$ cat src/rtl/inst_fetch_unit.sv
// inst_fetch_unit
// Requester-side fetch controller for a slow, stall-signalling instruction ROM.
// Owns the PC, presents a word address plus chip-select to the ROM, waits for
// the ROM to drop stall, captures the instruction, and hands it to decode over
// a valid/ready handshake. Redirects (branch/jump) are accepted at any time and
// discard whatever fetch is in flight.
//
// Optional feature: define FETCH_TIMEOUT_EN to build the WAIT-state stall
// timeout counter that drives the sticky fetch_err flag. Without it fetch_err
// is tied low.
//
// Ports:
//   clk, rst      posedge clock, asynchronous active-high reset
//   mem_addr      word address to ROM ({2'b00, pc[31:2]})
//   mem_cs        ROM chip-select (high in REQ and WAIT)
//   mem_stall     ROM stall, high while read data is not ready
//   mem_din       ROM read data
//   redirect_en   load redirect_pc as the new PC this cycle
//   redirect_pc   target byte PC (bits [1:0] forced to 0)
//   if_valid      instruction valid toward decode
//   if_ready      decode accepts the instruction
//   if_inst       fetched instruction
//   if_pc         byte PC of if_inst
//   fetch_err     sticky fetch timeout flag
module inst_fetch_unit #(
  parameter logic [31:0] RESET_PC      = 32'h0000_0000,
  parameter int unsigned SETTLE_CYCLES = 1,
  parameter int unsigned TIMEOUT       = 64
) (
  input  logic        clk,
  input  logic        rst,
  output logic [31:0] mem_addr,
  output logic        mem_cs,
  input  logic        mem_stall,
  input  logic [31:0] mem_din,
  input  logic        redirect_en,
  input  logic [31:0] redirect_pc,
  output logic        if_valid,
  input  logic        if_ready,
  output logic [31:0] if_inst,
  output logic [31:0] if_pc,
  output logic        fetch_err
);

  typedef enum logic [1:0] {IDLE, REQ, WAIT, HOLD} state_t;

  localparam logic [3:0] SETTLE_LAST = 4'(SETTLE_CYCLES - 1);

  state_t      state_q, state_d;
  logic [31:0] pc_q, pc_d;
  logic [31:0] addr_q, addr_d;
  logic [31:0] inst_q, inst_d;
  logic [31:0] ipc_q, ipc_d;
  logic        valid_q, valid_d;
  logic [3:0]  settle_q, settle_d;

`ifdef FETCH_TIMEOUT_EN
  localparam logic [15:0] TIMEOUT_CNT = 16'(TIMEOUT);
  logic [15:0] tout_q, tout_d;
  logic        err_q, err_d;
`endif

  always_comb begin
    state_d  = state_q;
    pc_d     = pc_q;
    addr_d   = addr_q;
    inst_d   = inst_q;
    ipc_d    = ipc_q;
    valid_d  = valid_q;
    settle_d = settle_q;
`ifdef FETCH_TIMEOUT_EN
    tout_d   = tout_q;
    err_d    = err_q;
`endif

    case (state_q)
      IDLE: begin
        state_d  = REQ;
        settle_d = 4'd0;
      end
      // The ROM's stall may still reflect the previous address here, so it is
      // never looked at; we only count out the settle window.
      REQ: begin
        if (settle_q == SETTLE_LAST) begin
          state_d  = WAIT;
          settle_d = 4'd0;
`ifdef FETCH_TIMEOUT_EN
          tout_d   = 16'd0;
`endif
        end else begin
          settle_d = settle_q + 4'd1;
        end
      end
      WAIT: begin
        if (!mem_stall) begin
          inst_d  = mem_din;
          ipc_d   = pc_q;
          valid_d = 1'b1;
          pc_d    = pc_q + 32'd4;
          state_d = HOLD;
        end
`ifdef FETCH_TIMEOUT_EN
        else begin
          if (tout_q != 16'hFFFF) begin
            tout_d = tout_q + 16'd1;
          end
          if (tout_d >= TIMEOUT_CNT) begin
            err_d = 1'b1;
          end
        end
`endif
      end
      // pc already points at the next word; the address only moves when we
      // re-enter REQ so the ROM sees a stable address until then.
      HOLD: begin
        if (if_ready) begin
          valid_d  = 1'b0;
          addr_d   = {2'b00, pc_q[31:2]};
          state_d  = REQ;
          settle_d = 4'd0;
        end
      end
      default: begin
        state_d = IDLE;
      end
    endcase

    // Redirect wins over everything, including a same-cycle capture whose
    // data is dropped (if_inst/if_pc keep their previous contents).
    if (redirect_en) begin
      pc_d     = redirect_pc & ~32'd3;
      addr_d   = {2'b00, redirect_pc[31:2]};
      inst_d   = inst_q;
      ipc_d    = ipc_q;
      valid_d  = 1'b0;
      settle_d = 4'd0;
      state_d  = REQ;
`ifdef FETCH_TIMEOUT_EN
      tout_d   = 16'd0;
      err_d    = 1'b0;
`endif
    end
  end

  always_ff @(posedge clk or posedge rst) begin
    if (rst) begin
      state_q  <= IDLE;
      pc_q     <= RESET_PC;
      addr_q   <= {2'b00, RESET_PC[31:2]};
      inst_q   <= 32'd0;
      ipc_q    <= 32'd0;
      valid_q  <= 1'b0;
      settle_q <= 4'd0;
`ifdef FETCH_TIMEOUT_EN
      tout_q   <= 16'd0;
      err_q    <= 1'b0;
`endif
    end else begin
      state_q  <= state_d;
      pc_q     <= pc_d;
      addr_q   <= addr_d;
      inst_q   <= inst_d;
      ipc_q    <= ipc_d;
      valid_q  <= valid_d;
      settle_q <= settle_d;
`ifdef FETCH_TIMEOUT_EN
      tout_q   <= tout_d;
      err_q    <= err_d;
`endif
    end
  end

  assign mem_addr = addr_q;
  assign mem_cs   = (state_q == REQ) || (state_q == WAIT);
  assign if_valid = valid_q;
  assign if_inst  = inst_q;
  assign if_pc    = ipc_q;

`ifdef FETCH_TIMEOUT_EN
  assign fetch_err = err_q;
`else
  assign fetch_err = 1'b0;
`endif

endmodule

$ cat config.mk
export PLATFORM = sky130hd
export DESIGN_NAME = inst_fetch_unit
export DESIGN_NICKNAME = d
export VERILOG_FILES = /design/src/rtl/inst_fetch_unit.sv
export SDC_FILE = /design/constraint.sdc
export NUM_CORES = 1
export LEC_CHECK = 0
export CORE_ASPECT_RATIO = 1.5
export CORE_MARGIN = 2
export CORE_UTILIZATION = 35
export CTS_CLUSTER_DIAMETER = 200
export DETAILED_ROUTE_END_ITERATION = 8
export PLACE_DENSITY = 0.63
export SLEW_MARGIN = 25
export SYNTH_ARGS = -nofsm -noshare
export SYNTH_HDL_FRONTEND = slang
export SYNTH_SLANG_ARGS = --single-unit
$ cat constraint.sdc
create_clock -name clk -period 11.45 [get_ports clk]
set_input_delay 2.29 -clock clk [delete_from_list [all_inputs] [get_ports clk]]
set_output_delay 2.29 -clock clk [all_outputs]
set_load 0.02 [all_outputs]
After elaboration in Yosys (flattened, before gate mapping)
Index checks and enable logic that the tools add are counted.

cells by class
  $add $sub $neg = 2
  mux-type cells = 19
  bitwise operators = 2
  eq/ne operators = 7
  reduce and logical (&&, ||, !) cells = 14

operator list
  kind                                                             count
  32-bit 2-to-1 mux                                                6
  32-bit by 3-bit adder with 32-bit output, second input constant  1
  4-bit 2-to-1 mux                                                 3
  4-bit one-hot mux with 3 select lines                            1
  3-bit != test, second input constant                             3
  3-bit AND reduction                                              3
  2-bit 2-to-1 mux                                                 4
  2-bit one-hot mux with 4 select lines                            1
  2-bit AND reduction                                              3
  2-bit nonzero test                                               3
  4-bit by 1-bit adder with 4-bit output, second input constant    1
  2-bit == test, second input constant                             2
  4-bit logical NOT                                                1
  4-bit nonzero test                                               1
  1-bit 2-to-1 mux                                                 3
  3-bit nonzero test                                               1
  2-bit by 1-bit == test with 1-bit output, second input constant  1
  2-bit logical NOT                                                1
  2-bit by 1-bit != test with 1-bit output, second input constant  1
  1-bit NOT                                                        2
  1-bit one-hot mux with 2 select lines                            1
  1-bit logical OR                                                 1

storage, ports and cells
  output and inout bits = 99
  flip-flop bits (word level) = 135
  input bits = 69

Depth between registers and ports, before layout
  word-level depth = 4
  gate-level depth with buffers = 8
  gate-level depth less buffers = 6

Least setup slack after synthesis
OpenSTA, ideal clock, no wires.

  path type = input to register
  from = input mem_stall
  to = register pc_q[24]
  required time = 11,368 ps
  setup slack = 7,647 ps
  setup time = 82 ps
  cell stages on the path = 5
  arrival time = 3,721 ps
  cell sequence = nand4b_2 -> or3_4 -> buf_2 -> or4_1 -> a31oi_1

on the way
  word-level cells in the longest chain between the ends = 2

RTL lines
  item                                                       line  RTL
  start: declaration                                         34    input logic mem_stall,
  2-bit by 1-bit != test with 1-bit output (no source line)  -
  2-bit AND reduction (no source line)                       -
  end signal: assignment                                     160   pc_q <= pc_d;
  end: declaration                                           50    logic [31:0] pc_q, pc_d;

No other way between the ends.
A chain may end at the register's enable or synchronous reset.

Final worst setup path
  from = input mem_stall
  to = register pc_q[29]

Same word-level chain as after synthesis.

==> metrics <==
crit-path max FO=12; core area=16620 um^2; power consumption=0.001847 W; normalized max-slew margin=40.83%; Avg Cell Area, Syn=11.13 um^2; vias in the first global route=4836; crit path time final=4414 ps; Post-CTS Hold Buffers=0; Die Span X=109.7 um; Post-Route WL=14.85 mm; Yosys reg bits=129; CTS root buf=clkbuf_16; Yosys top cell area share=55.05%; placer's final routability congestion estimate=0.7674; clk_lat worst skew=410 ps; Worst Max-Slew Pin Slew=887.6 ps; status=finished clean; Die Ht=162.5 um; post-CTS resize count=0; Clock Pin Slew Worst Setup and Hold Paths=60 ps; DRT Pass-1 Iters=5; worst vdd ir=0.1099 mV; global-route wire length before repair=24.09 mm; crit share post-route=38.55%; starting density of the core=35.29%; sequential-to-total area share from yosys stat=55.05%; Arrival @ worst endpoint=4740 ps; Finished Cell Area=8197 um^2; initial antenna violation count=0; Rows=58; critical-path cell list=clkdlybuf4s50_1 -> and4b_1 -> nand4_1 -> or4_1 -> a31oi_1; number of buffers on the longest clock path=2; asr flop ratio synth=100.0%; top-count cell post-synth=dfrtp_1; synth warn=0; area grow syn2layout=39.77%; # DRC=0; Die ar.=17830 um^2; CTS H-tree depth=4; DP Area=7611 um^2; GRT Overall Usage=17.29%; Fin. Hold Viols=0; Finished Layout Cells=900; post-DP HPWL=10.29 mm; CTS Sinks=129; Cells after Synth=527; fraction of layout cells with a size suffix above 1=15.22%; synth unique cells=43; via count=4603; static leakage=3.421 nW; final setup fails=0; CTS tree=done; WP buf/inv=1; max-cap violations=0; Startpoint Class=input port; setup tns final=0 ps; setup clock skew after layout=9.426 ps; CP top delay family=simple AND/OR/NAND/NOR gates; filler instances=1545; Nets=754; CP peak stage delay=710 ps; RSZ-0062 raised after global routing=false; largest area contributor in the netlist=dfrtp_1; total CTS buffers=17; I/O pin count=168; postcts setup bufs=0; power density cells=225.3 nW/um^2; f_max=226.5 MHz; Crit Path Category=input port to flop; Setup crit end kind=flop; ys flop type=dfrtp_1; Cell Area, Synth=5864 um^2; DRT iter0 DRCs=173; # diodes=0; vias per cell=5.114; Required @ worst endpoint=11770 ps; pin count of the biggest net entering global routing=67; synth cell count leaders=dfrtp_1 (129), nand2_1 (64), mux2_2 (62); number of synthesized flops with an enable pin=0; Final Max Slew Viols=0; crit path max-delay cell type=or4_1; DR WL/cell=16.50 um; placed insts=868; Worst Hold Class=flop to flop; Synth area leaders=dfrtp_1 (55%), mux2_2 (12%), o21ai_0 (4.3%); GRT overflow=0; IO Port Bufs=160; ANT nets after route=0
==> path summary, 6_finish.rpt <==
check                            startpoint            to  slack (ps)  cells past startpoint
min in group asynchronous               rst      if_pc[2]        2340                      2
worst max register to register   state_q[0]      pc_q[29]        8660                      6
worst min register to register  mem_addr[7]   mem_addr[7]         480                      2
max in group asynchronous               rst  mem_addr[11]        7820                      3
worst max-delay path              mem_stall      pc_q[29]        7040                      5
worst min-delay path            mem_addr[7]   mem_addr[7]         480                      2
==> sequential cells by signal, indices dropped and copies added, names as in the netlist <==
signal,cells
if_inst,32
if_pc,30
pc_q,30
if_valid,1
mem_addr,30
settle_q,4
state_q,2
==> power by group <==
group / leakage (nW) / internal (W) / switching [W]
Clock: 0.275 / 0.000325 / 0.000215
Combinational: 1.55 / 0.000332 / 0.000308
Sequential: 1.60 / 0.000588 / 0.0000796
==> routing by layer <==
metal  vias up  global-route usage, %  wire, um
li1       2162                      -         -
met1      2309                  20.40      6039
met2       117                  30.53      7920
met3        15                  3.641       666
met4         0                  6.157       226
met5         -                      0         0
==> area by class of cell <==
cell class              instances  area [um^2]  share of cell area [%]
multi-input cells             350         2432                   29.67
clock inverters                13        152.6                   1.862
flip-flops and latches        129         3228                   39.38
inverters                      15        61.31                  0.7480
repair buffers                164         1627                   19.84
clock buffers                  19        432.9                   5.282
well taps                     210        262.8                   3.206
==> through the flow <==
step,utilization [%],hold slack [ps],setup WS [ps]
floorplan,-,487.3,5719
global placement,45.80,465.0,6742
detailed placement,45.80,471.6,6625
CTS,49.32,484.9,7064
global route,49.32,503.5,6947
finish,49.32,481.2,7036
==> placed cells by master (no fill, tap or decap), types with 2 or more instances in the layout <==
cell             Yosys  routed
mux2i_1             14      14
mux2_2              62      62
nor4_1               2       2
or4_1               17      17
a31oi_1             14      14
clkinvlp_4           0       3
and2_1               3       2
nand2b_1             2       2
a21boi_0            13      13
or2_2                2       2
nor2_1              19      19
nand4_1             10      10
bufinv_16            0       2
clkbuf_16            0      17
and4_1               2       2
nand3_1             12      12
xor2_1               5       5
a21oi_1              9       8
inv_1               14      13
buf_4                5       4
dfrtp_1            129     129
xnor2_1              7       7
o31ai_1             12      12
clkinv_4             0       4
nor2b_1              4       4
o21ai_0             50      50
nand2_1             64      64
clkbuf_1            22       2
inv_6                0       5
ha_1                 8       8
conb_1               1       5
clkdlybuf4s50_1      0     159
==> cell families after synthesis <==
family                   share of synthesized area [%]
buffers and inverters                            3.968
flip-flops                                       55.05
multiplexers                                     14.29
AND/OR/NAND/NOR                                  12.57
AO/OA/AOI/OAI                                    10.56
adder cells (fa/ha/maj)                          1.707
other                                          0.06395
XOR/XNOR                                         1.792
==> worst min-delay path: cells and delay by family, from the launching register on <==
kind	cells	cell delay [ps]
compound gates	1	60
simple gates	1	50
flops	1	340
No activity file was read; power rests on OpenSTA's default activity.
